===== src/rtl/fp16_add_arb_if.sv =====
// Handshake bundle between two MAC lanes, the shared FP16 adder and the arbiter.
// FP16_ARB_CNT_EN adds the per-lane grant counters and their clear input.
interface fp16_add_arb_if;
   logic        req0_valid;
   logic        req0_ready;
   logic [15:0] req0_a;
   logic [15:0] req0_b;
   logic        req1_valid;
   logic        req1_ready;
   logic [15:0] req1_a;
   logic [15:0] req1_b;
   logic        add_valid;
   logic [15:0] add_a;
   logic [15:0] add_b;
   logic [15:0] add_sum;
   logic        res0_valid;
   logic [15:0] res0_data;
   logic        res1_valid;
   logic [15:0] res1_data;
   logic        busy;
`ifdef FP16_ARB_CNT_EN
   logic        clr_cnt;
   logic [15:0] cnt0;
   logic [15:0] cnt1;
`endif

   modport slave (
      input  req0_valid, req0_a, req0_b, req1_valid, req1_a, req1_b, add_sum,
      output req0_ready, req1_ready, add_valid, add_a, add_b,
      output res0_valid, res0_data, res1_valid, res1_data, busy
`ifdef FP16_ARB_CNT_EN
      , input clr_cnt
      , output cnt0, cnt1
`endif
   );

   modport master (
      output req0_valid, req0_a, req0_b, req1_valid, req1_a, req1_b, add_sum,
      input  req0_ready, req1_ready, add_valid, add_a, add_b,
      input  res0_valid, res0_data, res1_valid, res1_data, busy
`ifdef FP16_ARB_CNT_EN
      , output clr_cnt
      , input cnt0, cnt1
`endif
   );
endinterface


===== src/rtl/fp16_add_arb.sv =====
// Round-robin arbiter sharing one pipelined FP16 adder between two MAC lanes.
// Optional FP16_ARB_CNT_EN: saturating per-lane handshake counters with sync clear.
module fp16_add_arb #(
   parameter int LAT = 3
) (
   input logic            clk,
   input logic            rst_n,
   fp16_add_arb_if.slave  bus
);
   logic           gnt0;
   logic           gnt1;
   logic           ptr_q;
   logic           add_valid_q;
   logic           lane_q;
   logic [15:0]    add_a_q;
   logic [15:0]    add_b_q;
   logic [LAT-1:0] tag_v_q;
   logic [LAT-1:0] tag_l_q;
   logic           res0_valid_q;
   logic           res1_valid_q;
   logic [15:0]    res0_data_q;
   logic [15:0]    res1_data_q;
   logic           exit0;
   logic           exit1;

   // ptr_q = 1 means lane 1 wins a contested cycle
   assign gnt0 = bus.req0_valid & (~bus.req1_valid | ~ptr_q);
   assign gnt1 = bus.req1_valid & (~bus.req0_valid |  ptr_q);

   assign exit0 = tag_v_q[LAT-1] & ~tag_l_q[LAT-1];
   assign exit1 = tag_v_q[LAT-1] &  tag_l_q[LAT-1];

   always_ff @(posedge clk or negedge rst_n) begin
      if (!rst_n) begin
         ptr_q        <= 1'b0;
         add_valid_q  <= 1'b0;
         lane_q       <= 1'b0;
         add_a_q      <= 16'h0000;
         add_b_q      <= 16'h0000;
         tag_v_q      <= '0;
         tag_l_q      <= '0;
         res0_valid_q <= 1'b0;
         res1_valid_q <= 1'b0;
         res0_data_q  <= 16'h0000;
         res1_data_q  <= 16'h0000;
      end else begin
         if (gnt0 | gnt1) begin
            ptr_q <= gnt0;
         end
         add_valid_q <= gnt0 | gnt1;
         lane_q      <= gnt1;
         if (gnt0) begin
            add_a_q <= bus.req0_a;
            add_b_q <= bus.req0_b;
         end else if (gnt1) begin
            add_a_q <= bus.req1_a;
            add_b_q <= bus.req1_b;
         end
         // Tag enters one cycle after issue so it exits exactly when add_sum is valid
         tag_v_q[0] <= add_valid_q;
         tag_l_q[0] <= lane_q;
         for (int i = 1; i < LAT; i++) begin
            tag_v_q[i] <= tag_v_q[i-1];
            tag_l_q[i] <= tag_l_q[i-1];
         end
         res0_valid_q <= exit0;
         res1_valid_q <= exit1;
         if (exit0) begin
            res0_data_q <= bus.add_sum;
         end
         if (exit1) begin
            res1_data_q <= bus.add_sum;
         end
      end
   end

   assign bus.req0_ready = gnt0;
   assign bus.req1_ready = gnt1;
   assign bus.add_valid  = add_valid_q;
   assign bus.add_a      = add_a_q;
   assign bus.add_b      = add_b_q;
   assign bus.res0_valid = res0_valid_q;
   assign bus.res0_data  = res0_data_q;
   assign bus.res1_valid = res1_valid_q;
   assign bus.res1_data  = res1_data_q;
   assign bus.busy       = add_valid_q | (|tag_v_q) | res0_valid_q | res1_valid_q;

`ifdef FP16_ARB_CNT_EN
   logic [15:0] cnt0_q;
   logic [15:0] cnt1_q;

   // Clear wins over a coincident grant
   always_ff @(posedge clk or negedge rst_n) begin
      if (!rst_n) begin
         cnt0_q <= 16'h0000;
         cnt1_q <= 16'h0000;
      end else if (bus.clr_cnt) begin
         cnt0_q <= 16'h0000;
         cnt1_q <= 16'h0000;
      end else begin
         if (gnt0 && (cnt0_q != 16'hFFFF)) begin
            cnt0_q <= cnt0_q + 16'd1;
         end
         if (gnt1 && (cnt1_q != 16'hFFFF)) begin
            cnt1_q <= cnt1_q + 16'd1;
         end
      end
   end

   assign bus.cnt0 = cnt0_q;
   assign bus.cnt1 = cnt1_q;
`endif
endmodule


===== src/flat_wrapper.sv =====
// flat-port wrapper written by rule: the top's interface ports become plain ports
module fp16_add_arb_flat 
#(
   parameter int LAT = 3
)
  (clk, rst_n, bus_req0_valid, bus_req0_a, bus_req0_b, bus_req1_valid, bus_req1_a, bus_req1_b, bus_add_sum, bus_req0_ready, bus_req1_ready, bus_add_valid, bus_add_a, bus_add_b, bus_res0_valid, bus_res0_data, bus_res1_valid, bus_res1_data, bus_busy);
  fp16_add_arb_if bus_i ();
  input logic clk;
  input logic rst_n;
  input wire logic [$bits(bus_i.req0_valid)-1:0] bus_req0_valid;
  input wire logic [$bits(bus_i.req0_a)-1:0] bus_req0_a;
  input wire logic [$bits(bus_i.req0_b)-1:0] bus_req0_b;
  input wire logic [$bits(bus_i.req1_valid)-1:0] bus_req1_valid;
  input wire logic [$bits(bus_i.req1_a)-1:0] bus_req1_a;
  input wire logic [$bits(bus_i.req1_b)-1:0] bus_req1_b;
  input wire logic [$bits(bus_i.add_sum)-1:0] bus_add_sum;
  output wire logic [$bits(bus_i.req0_ready)-1:0] bus_req0_ready;
  output wire logic [$bits(bus_i.req1_ready)-1:0] bus_req1_ready;
  output wire logic [$bits(bus_i.add_valid)-1:0] bus_add_valid;
  output wire logic [$bits(bus_i.add_a)-1:0] bus_add_a;
  output wire logic [$bits(bus_i.add_b)-1:0] bus_add_b;
  output wire logic [$bits(bus_i.res0_valid)-1:0] bus_res0_valid;
  output wire logic [$bits(bus_i.res0_data)-1:0] bus_res0_data;
  output wire logic [$bits(bus_i.res1_valid)-1:0] bus_res1_valid;
  output wire logic [$bits(bus_i.res1_data)-1:0] bus_res1_data;
  output wire logic [$bits(bus_i.busy)-1:0] bus_busy;
  assign bus_i.req0_valid = bus_req0_valid;
  assign bus_i.req0_a = bus_req0_a;
  assign bus_i.req0_b = bus_req0_b;
  assign bus_i.req1_valid = bus_req1_valid;
  assign bus_i.req1_a = bus_req1_a;
  assign bus_i.req1_b = bus_req1_b;
  assign bus_i.add_sum = bus_add_sum;
  assign bus_req0_ready = bus_i.req0_ready;
  assign bus_req1_ready = bus_i.req1_ready;
  assign bus_add_valid = bus_i.add_valid;
  assign bus_add_a = bus_i.add_a;
  assign bus_add_b = bus_i.add_b;
  assign bus_res0_valid = bus_i.res0_valid;
  assign bus_res0_data = bus_i.res0_data;
  assign bus_res1_valid = bus_i.res1_valid;
  assign bus_res1_data = bus_i.res1_data;
  assign bus_busy = bus_i.busy;
  fp16_add_arb #(.LAT(LAT)) u_core (.clk(clk), .rst_n(rst_n), .bus(bus_i));
endmodule

===== config.mk =====
export PLATFORM = sky130hd
export DESIGN_NAME = fp16_add_arb_flat
export DESIGN_NICKNAME = d
export VERILOG_FILES = /design/src/rtl/fp16_add_arb_if.sv /design/src/rtl/fp16_add_arb.sv /design/src/flat_wrapper.sv
export SDC_FILE = /design/constraint.sdc
export NUM_CORES = 1
export LEC_CHECK = 0
export BUFFER_PORTS_ARGS = -buffer_cell sky130_fd_sc_hd__clkbuf_2
export CAP_MARGIN = 40
export CORE_ASPECT_RATIO = 2
export CORE_UTILIZATION = 40
export CTS_CLUSTER_DIAMETER = 120
export CTS_CLUSTER_SIZE = 16
export DETAILED_ROUTE_END_ITERATION = 10
export PLACE_DENSITY = 0.79
export SLEW_MARGIN = 10
export SYNTH_ARGS = -nofsm -noshare
export SYNTH_HDL_FRONTEND = slang
export SYNTH_SLANG_ARGS = --single-unit

===== constraint.sdc =====
create_clock -name clk -period 1.7 [get_ports clk]
set_input_delay 0.255 -clock clk [delete_from_list [all_inputs] [get_ports clk]]
set_output_delay 0.255 -clock clk [all_outputs]
set_load 0.02 [all_outputs]

==> impl_metrics.py, run 1 <==
metrics = {
    "routing": {
        "drt-total-wl_mm": 7.236,
        "vias_per_cell": 5.127,
        "first_pass_iters": 5,
        "drc": 0,
        "ant_nets": 0,
        "drt_iter0_markers": 88,
        "vias": 2374,
        "wire_per_inst_microns": 15.63,
    },
    "final_layout": {
        "area_growth_pct": 39.94,
        "drive_gt1_frac": 0.6442,
        "diodes": 0,
        "fill_cells": 627,
        "multi_input_area_sq_um": 1046,
        "num-nets-final": 450,
        "regArea_sq_um": 1877,
    },
    "critical_path": {
        "path_class": "flip-flop to output pin",
        "cp-end-kind": "output pin",
        "worstPathArrival_ns": 1.40,
        "cp_max_fo": 8,
        "cp.required_ns": 1.44,
        "startpoint_type": "flip-flop",
    },
    "timing": {
        "hold_viol_final": 0,
        "finalSetupTns_ns": 0,
        "fin_crit_sh": 0.9761,
        "slew_headroom": 0.7117,
        "grt_setup_unrepaired": "true",
        "fin_skew_ns": 0.004503,
        "maxSlewViolCount": 0,
        "clock.fmax_mhz": 602.6,
        "tightest_slew_ns": 0.4309,
        "period_minus_slack_ns": 1.659,
        "setup_violations": 0,
    },
    "placed_design": {
        "routabilityCongestion": 0.7528,
        "hpwlAfterDp_mm": 5.457,
        "numPortBuffers": 153,
    },
    "logic_synthesis": {
        "ys_seq_elements": 75,
        "syn_area_sq_um": 3060,
        "synthCells": 208,
        "ys_warn_count": 0,
        "synthesis.nets": 292,
        "synth_area_per_cell_sq_um": 14.71,
        "yosysSeqAreaShare": 0.6132,
        "yosysUniqueCellTypes": 24,
    },
    "die": {
        "row_count": 44,
        "coreArea_sq_um": 7322,
        "initial_core_util": 0.4180,
        "die_h_microns": 125.7,
        "io_pins": 154,
        "dieArea_sq_um": 8026,
        "die_w_microns": 63.85,
    },
    "pwr": {
        "power_density_nw_per_um2": 1247,
        "netSwitchingPower_mw": 1.473,
        "combPwrFrac": 0.214,
        "internal_power_mw": 3.866,
        "vdd_drop_max_mv": 0.6159,
        "pwr-share-clk": 0.379,
        "total_power_mw": 5.339,
        "swShare": 0.2759,
        "power_frac_seq": 0.406,
        "power_leakage_nw": 2.107,
    },
    "clock_network": {
        "clk_latency_ns": 0.32,
        "clockBufferDepth": 2,
        "htree_levels": 3,
        "cts.sinks": 75,
        "path_clk_slew_ns": 0.06,
        "root_buffer": "clkbuf_16",
        "cts_buffers": 9,
        "tritoncts": "yes",
    },
    "worst_hold_path": {
        "min_path_type": "input pin to flip-flop",
    },
    "grt": {
        "grt_max_degree": 43,
        "antenna_found_initial": 0,
        "overflow": 0,
        "grt_pass1_vias": 2451,
        "grt_pass1_wl_mm": 11.75,
        "grt_use_total": 0.1907,
    },
    "job": {
        "drv_cap": 0,
    },
    "outcome": {
        "status": "finished, final reports clean",
    },
}
worst paths after layout:
| kind | startpoint | endpoint | slack (ns) | cells after the start |
|---|---|---|---|---|
| worst max register to register | u_core.tag_v_q[2]$_DFF_PN0_ | u_core.bus.res0_data[0]$_DFFE_PN0P_ | 0.34 | 3 |
| worst max-delay path | u_core.ptr_q$_DFFE_PN0P_ | bus_req1_ready | 0.04 | 3 |
| max in group asynchronous | rst_n | u_core.bus.add_b[10]$_DFFE_PN0P_ | 0.71 | 3 |
| worst min register to register | u_core.tag_l_q[0]$_DFF_PN0_ | u_core.tag_l_q[1]$_DFF_PN0_ | 0.35 | 0 |
| min in group asynchronous | rst_n | u_core.bus.add_b[1]$_DFFE_PN0P_ | 0.42 | 2 |
| worst min-delay path | bus_add_sum[10] | u_core.bus.res1_data[10]$_DFFE_PN0P_ | 0.16 | 2 |
layout by cell type, fill, tap and decap left out, drive strengths merged:
cell type,netlist,routed
and3,3,3
o21ai,4,4
dlygate4sd3,0,1
nor2,1,1
o221a,29,29
clkbuf,2,162
bufinv,0,2
o21a,1,1
mux2i,3,3
nor2b,1,1
or3,29,29
a31oi,3,3
nand2,4,4
inv,4,5
mux2,32,32
buf,15,11
dfrtp,75,75
nor4,1,1
clkinv,0,3
or2,1,1
critical path, stage by stage (launching register included):
cell      delay [ns]
dfrtp_1         0.43
o21ai_2         0.37
inv_1           0.10
clkbuf_2        0.18
cell type report:
class                           count  area share
Tap cell                           92     0.02688
Timing Repair Buffer              164      0.2109
Clock inverter                      6     0.02045
Multi-Input combinational cell    112      0.2442
Clock buffer                       10     0.05580
Sequential cell                    75      0.4382
Inverter                            4    0.003506
per-layer routing:
| metal | vias up | wire length [microns] | global-route usage |
|---|---|---|---|
| met1 | 1158 | 2860 | 0.2288 |
| met5 | - | 0 | 0 |
| met4 | 0 | 121 | 0.07620 |
| met2 | 106 | 3892 | 0.3235 |
| li1 | 1100 | - | - |
| met3 | 10 | 361 | 0.04438 |
per-stage QoR:
step	util	std cells	instance area (sq um)	hold WS (ns)	setup WS, ns
after floorplan	-	208	3060	-0.04059	0.4918
after global placement	0.5359	445	3924	0.2226	0.3381
after detailed placement	0.5359	445	3924	0.2307	0.3234
after CTS	0.5824	462	4264	0.1495	0.01065
after global routing	0.5849	463	4283	0.1573	-0.04339
final	0.5849	463	4283	0.1617	0.04055
synth_stat cells (all sizes together):
| cell type | count | area [sq um] |
|---|---|---|
| a31oi | 3 | 18.77 |
| and3 | 3 | 18.77 |
| buf | 15 | 122.6 |
| clkbuf | 2 | 8.750 |
| dfrtp | 75 | 1877 |
| inv | 4 | 15.01 |
| mux2 | 32 | 394.1 |
| mux2i | 3 | 30.03 |
| nand2 | 4 | 17.52 |
| nor2 | 1 | 3.750 |
| nor2b | 1 | 6.260 |
| nor4 | 1 | 6.260 |
| o21a | 1 | 7.510 |
| o21ai | 4 | 20.01 |
| o221a | 29 | 326.6 |
| or2 | 1 | 6.260 |
| or3 | 29 | 181.4 |
state kept, by name, indices dropped and copies added (netlist names):
| register | flops |
|---|---|
| u_core.bus.add_valid | 1 |
| u_core.tag_v_q | 3 |
| u_core.bus.res0_valid | 1 |
| u_core.bus.add_a | 16 |
| u_core.ptr_q | 1 |
| u_core.lane_q | 1 |
| u_core.bus.res1_valid | 1 |
| u_core.bus.res0_data | 16 |
| u_core.bus.res1_data | 16 |
| u_core.bus.add_b | 16 |
| u_core.tag_l_q | 3 |
timing repair:
action                                  4_1_cts  5_1_grt
setup buffers                                 0        1
hold endpoints to repair                     33        0
endpoints found under the setup margin        1        2
hold buffers                                  1        0
gates resized for setup                       1        3
power by group through the flow:
stage          sequential [mW]  clock (mW)  combinational [mW]
2_1_floorplan             2.47           0               0.397
3_5_place_dp              2.20           0                1.15
6_report                  2.17        2.03                1.14
5_1_grt                   2.20        2.15                1.23
4_1_cts                   2.17        2.07                1.15
3_3_place_gp              2.18           0                1.12
kinds of logic (layout without fill, tap and decap cells):
family | Yosys count | count (layout) | share of synthesized area
compound gates | 37 | 37 | 0.1218
mux | 35 | 35 | 0.1386
buf+inv | 21 | 184 | 0.04783
simple gates | 40 | 40 | 0.07850
flops | 75 | 75 | 0.6132
Power figures use the tool's default switching activity.
==> run 2: changes to the inputs <==
--- a/config.mk
+++ b/config.mk
@@ -6,13 +6,14 @@
 export NUM_CORES = 1
 export LEC_CHECK = 0
 export BUFFER_PORTS_ARGS = -buffer_cell sky130_fd_sc_hd__clkbuf_2
-export CAP_MARGIN = 40
+export CAP_MARGIN = 5
 export CORE_ASPECT_RATIO = 2
-export CORE_UTILIZATION = 40
+export CORE_UTILIZATION = 30
+export CTS_BUF_LIST = sky130_fd_sc_hd__clkbuf_8
 export CTS_CLUSTER_DIAMETER = 120
 export CTS_CLUSTER_SIZE = 16
 export DETAILED_ROUTE_END_ITERATION = 10
-export PLACE_DENSITY = 0.79
+export PLACE_DENSITY = 0.64
 export SLEW_MARGIN = 10
 export SYNTH_ARGS = -nofsm -noshare
 export SYNTH_HDL_FRONTEND = slang
==> run 2 against run 1 <==
Against the previous run: wire length increased by 7.8%; die area rose by 32%; first-iteration DRC count is 6.8% lower; worst hold slack worse by 0.024 ns; non-clock buffer count up 1; count of clock-buffer cells in the layout unchanged; combinational power hardly changed; critical path type unchanged; critical endpoint is now bus_busy.
==> impl_metrics.py, run 2 (synthesis results as in run 1) <==
metrics = {
    "routing": {
        "maxUsedRoutingLayer": "met4",
        "wire_per_inst_microns": 15.50,
        "wl_met2_mm": 4.222,
        "vias_per_cell": 4.789,
        "wl_met1_mm": 2.982,
        "ant_nets": 0,
        "drc": 0,
        "first_pass_iters": 4,
        "drt_iter0_markers": 82,
        "wl_met3_microns": 462,
        "vias": 2409,
        "drt-total-wl_mm": 7.797,
    },
    "clock_network": {
        "root_buffer": "clkbuf_8",
        "tritoncts": "yes",
        "post_cts_buffers": 0,
        "cts.sinks": 75,
        "cts_buffers": 9,
        "clk_latency_ns": 0.34,
        "cts_resized": 0,
        "path_clk_slew_ns": 0.08,
        "htree_levels": 3,
        "clockBufferDepth": 2,
    },
    "final_layout": {
        "diodes": 0,
        "area_growth_pct": 35.32,
        "mostFrequentLayoutCells": "clkbuf_2, dfrtp_1, or3_1, o221a_2, mux2_2",
        "final_area_sq_um": 4141,
        "num-nets-final": 451,
        "drive_gt1_frac": 0.6388,
        "final_common_cell": "clkbuf_2",
    },
    "outcome": {
        "status": "finished, final reports clean",
    },
    "timing": {
        "slew_headroom": 0.7010,
        "fin_skew_ns": 0.007573,
        "grt_setup_unrepaired": "false",
        "clock.fmax_mhz": 653.0,
        "setup_violations": 0,
        "period_minus_slack_ns": 1.531,
        "tightest_slew_ns": 0.4469,
        "hold_viol_final": 0,
        "fin_crit_sh": 0.9008,
        "maxSlewViolCount": 0,
        "finalSetupTns_ns": 0,
    },
    "die": {
        "io_pins": 154,
        "die_w_microns": 73.42,
        "coreArea_sq_um": 9827,
        "dieArea_sq_um": 10630,
        "row_count": 51,
        "initial_core_util": 0.3114,
        "die_h_microns": 144.8,
    },
    "grt": {
        "grt_max_degree": 49,
        "grt_pass1_vias": 2462,
        "grt_pass1_wl_mm": 11.95,
        "antenna_found_initial": 0,
        "grt_use_total": 0.1510,
        "overflow": 0,
    },
    "placed_design": {
        "dpl_cell_area_sq_um": 3964,
        "routabilityCongestion": 0.6964,
        "numPortBuffers": 153,
        "hpwlAfterDp_mm": 5.843,
    },
    "critical_path": {
        "path_class": "flip-flop to output pin",
        "cp_slowest_stage_delay_ns": 0.41,
        "worst_path_max_delay_cell": "dfrtp_1",
        "startpoint_type": "flip-flop",
        "cp.required_ns": 1.44,
        "cp-end-kind": "output pin",
        "path_buf_inv": 1,
        "crit_chain": "nor4_1 -> nand2_1 -> clkbuf_2",
        "worstPathArrival_ns": 1.28,
        "cp_max_fo": 3,
        "cp_top_family": "flip-flops",
    },
    "worst_hold_path": {
        "min_path_type": "input pin to flip-flop",
    },
    "pwr": {
        "vdd_drop_max_mv": 0.4430,
        "power_density_nw_per_um2": 1087,
        "total_power_mw": 4.501,
        "power_leakage_nw": 2.024,
    },
    "job": {
        "drv_cap": 0,
    },
}
==> run 2: what timing repair did <==
item                                   in CTS  in global routing
hold buffers                                1                  0
endpoints found under the hold margin      27                  0
setup endpoints to repair                   0                  0
==> run 2: worst paths after layout <==
check	slack (ns)	startpoint	endpoint	cells after the start
setup / recovery	0.17	u_core.tag_v_q[2]$_DFF_PN0_	bus_busy	3
min in group asynchronous	0.37	rst_n	u_core.bus.res0_data[10]$_DFFE_PN0P_	2
hold reg to reg	0.35	u_core.tag_l_q[1]$_DFF_PN0_	u_core.tag_l_q[2]$_DFF_PN0_	0
setup reg to reg	0.32	u_core.ptr_q$_DFFE_PN0P_	u_core.bus.add_a[12]$_DFFE_PN0P_	4
max in group asynchronous	0.75	rst_n	u_core.bus.add_b[7]$_DFFE_PN0P_	3
hold / removal	0.14	bus_add_sum[10]	u_core.bus.res1_data[10]$_DFFE_PN0P_	2
==> run 2: final cells by class <==
type | count | area [sq um]
repair buffers | 165 | 873.3
multi-input cells | 112 | 1044
clock inverters | 5 | 30.03
fillers | 959 | 5685
flip-flops and latches | 75 | 1877
clock buffers | 10 | 137.6
well taps | 132 | 165.2
inverters | 4 | 15.01
==> run 2: worst reg2reg max path: stages (launching register included) <==
cell and delay (ns):
dfrtp_1 0.44, nand2_1 0.16, nand2_1 0.09, buf_4 0.26, o221a_2 0.32
==> run 2: report_power, final <==
group | internal [mW] | switching, mW
registers | 2.03 | 0.134
logic | 0.492 | 0.635
clock network | 0.557 | 0.656
total | 3.08 | 1.43
==> run 2: routing by layer <==
metal / up-vias / global-route usage
met5: - / 0
met1: 1198 / 0.1650
met4: 0 / 0.05972
li1: 1102 / -
met2: 97 / 0.2675
met3: 12 / 0.04571
==> run 2: metrics by stage <==
stage / hold WS (ns) / instances / worst slack, ns / utilization
3_3_place_gp: 0.1959 / 487 / 0.2921 / 0.4034
3_5_place_dp: 0.1995 / 487 / 0.2572 / 0.4034
4_1_cts: 0.1144 / 503 / 0.1317 / 0.4214
2_1_floorplan: -0.04059 / 208 / 0.4918 / -
5_1_grt: 0.1202 / 503 / 0.03333 / 0.4214
6_report: 0.1374 / 503 / 0.1686 / 0.4214
==> run 3: changes to the inputs <==
==> constraint.sdc (replaced) <==
create_clock -name clk -period 1.7 [get_ports clk]
set_input_delay 0.255 -clock clk [delete_from_list [all_inputs] [get_ports clk]]
set_output_delay 0.255 -clock clk [all_outputs]
set_load 0.01 [all_outputs]
==> run 3 against run 2 <==
Against the previous run: setup slack worse by 0.00080 ns; non-clock buffer count is 1 lower; final area rose by 1.3%; maximum frequency is essentially flat; sequential cell count stayed put; sequential power hardly changed; die area unchanged; count of clock-buffer cells in the layout shrank 1; critical path depth grew 1; cell count stayed put; largest cell class unchanged; largest power group unchanged.
==> impl_metrics.py, run 3 (synthesis results as in run 1) <==
metrics = {
    "outcome": {
        "status": "finished, final reports clean",
    },
    "grt": {
        "grt_max_degree": 47,
        "grt_use_total": 0.1490,
        "overflow": 0,
        "grt_pass1_vias": 2464,
        "grt_pass1_wl_mm": 11.81,
        "antenna_found_initial": 0,
    },
    "routing": {
        "ant_nets": 0,
        "first_pass_iters": 4,
        "drt-total-wl_mm": 7.623,
        "vias_per_cell": 4.746,
        "wire_per_inst_microns": 15.16,
        "drc": 0,
        "drt_iter0_markers": 74,
        "vias": 2387,
    },
    "clock_network": {
        "root_buffer": "clkbuf_8",
        "cts.sinks": 75,
        "path_clk_slew_ns": 0.08,
        "clockBufferDepth": 2,
        "htree_levels": 3,
        "post_cts_buffers": 0,
        "clk_latency_ns": 0.35,
        "tritoncts": "yes",
        "cts_buffers": 9,
    },
    "critical_path": {
        "path_class": "flip-flop to output pin",
        "worstPathArrival_ns": 1.28,
        "cp.required_ns": 1.44,
        "r2r_slack_ns": 0.40,
        "r2r_end": "u_core.bus.add_a[13]$_DFFE_PN0P_",
        "startpoint_type": "flip-flop",
        "cp-end-kind": "output pin",
        "r2r_cells": 4,
        "rr_startpoint": "u_core.ptr_q$_DFFE_PN0P_",
        "cp_max_fo": 8,
    },
    "die": {
        "die_w_microns": 73.42,
        "io_pins": 154,
        "row_count": 51,
        "dieArea_sq_um": 10630,
        "initial_core_util": 0.3114,
        "die_h_microns": 144.8,
        "coreArea_sq_um": 9827,
    },
    "worst_hold_path": {
        "worstHoldStart": "bus_add_sum[11]",
        "holdPathEnd": "u_core.bus.res1_data[11]$_DFFE_PN0P_",
        "hold_depth": 2,
        "min_path_type": "input pin to flip-flop",
    },
    "final_layout": {
        "num-nets-final": 450,
        "area_growth_pct": 37.12,
        "drive_gt1_frac": 0.6415,
        "mostFrequentLayoutCells": "clkbuf_2, dfrtp_1, or3_1, o221a_2, mux2_2",
        "final_common_cell": "clkbuf_2",
        "diodes": 0,
    },
    "pwr": {
        "power_leakage_nw": 2.049,
        "vdd_drop_max_mv": 0.4022,
        "total_power_mw": 4.597,
        "power_density_nw_per_um2": 1095,
    },
    "job": {
        "drv_cap": 0,
    },
    "timing": {
        "grt_setup_unrepaired": "false",
        "slew_headroom": 0.7021,
        "setup_violations": 0,
        "tightest_slew_ns": 0.4453,
        "clock.fmax_mhz": 652.7,
        "fin_crit_sh": 0.9013,
        "finalSetupTns_ns": 0,
        "fin_skew_ns": 0.01018,
        "maxSlewViolCount": 0,
        "period_minus_slack_ns": 1.532,
        "hold_viol_final": 0,
    },
    "placed_design": {
        "numPortBuffers": 153,
        "routabilityCongestion": 0.6893,
        "hpwlAfterDp_mm": 5.819,
    },
}
-- run 3: changes by cell type in the layout (fill, tap and decap cells not counted), sizes merged --
cell / before / now
bufinv: 0 / 2
buf: 12 / 11
clkbuf: 162 / 161
clkinv: 2 / 3
clkinvlp: 1 / 0
-- run 3: through the flow --
stage	hold slack [ns]	util	instance area (sq um)	cells	setup slack, ns
6_report	0.1399	0.4270	4197	503	0.1678
3_3_place_gp	0.2044	0.4039	3969	486	0.3133
2_1_floorplan	-0.04059	-	3060	208	0.4918
5_1_grt	0.1175	0.4270	4197	503	0.07083
4_1_cts	0.1156	0.4268	4194	503	0.02317
3_5_place_dp	0.2073	0.4039	3969	486	0.2519
-- run 3: what timing repair did --
action	4_1_cts	5_1_grt
hold buffers	1	0
gates resized for setup	0	1
setup endpoints to repair	0	1
hold endpoints to repair	29	0
-- run 3: area by class of cell --
type	count	area (sq um)
clock inverters	7	91.34
inverters	4	15.01
flip-flops and latches	75	1877
fillers	973	5630
repair buffers	164	878.3
multi-input cells	112	1046
well taps	132	165.2
clock buffers	9	123.9
-- run 3: power by group --
group          switching, mW  total [mW]  leakage [nW]  internal (mW)
clock                  0.663        1.49         0.115          0.824
combinational          0.453       0.952          1.08          0.498
sequential             0.130        2.16         0.858           2.03
total                   1.25        4.60          2.05           3.35
-- run 3: worst max-delay path by stage --
stage / from / endpoint / depth (start not counted) / slack, ns
2_1_floorplan: u_core.tag_v_q[2]$_DFF_PN0_ / u_core.bus.res0_data[10]$_DFFE_PN0P_ / 4 / 0.49
3_3_place_gp: bus_req1_valid / u_core.bus.add_a[11]$_DFFE_PN0P_ / 5 / 0.31
3_5_place_dp: bus_req1_valid / u_core.bus.add_a[13]$_DFFE_PN0P_ / 5 / 0.25
4_1_cts: u_core.ptr_q$_DFFE_PN0P_ / bus_req0_ready / 4 / 0.02
5_1_grt: u_core.ptr_q$_DFFE_PN0P_ / bus_req0_ready / 4 / 0.07
6_report: u_core.ptr_q$_DFFE_PN0P_ / bus_req0_ready / 4 / 0.17
-- run 3: layer usage --
metal,share of wire,up-vias,wire length (microns),GRT usage
li1,-,1105,-,-
met1,0.39,1166,2946,0.1687
met2,0.54,97,4084,0.2607
met3,0.051,19,391,0.02839
met4,0.026,0,201,0.07692
met5,0,-,0,0
-- run 3: worst max-delay path, stage by stage (launching register included) --
cell and delay, ns:
dfrtp_1 0.38, nand2_1 0.15, nand2_2 0.18, inv_1 0.09, clkbuf_2 0.13
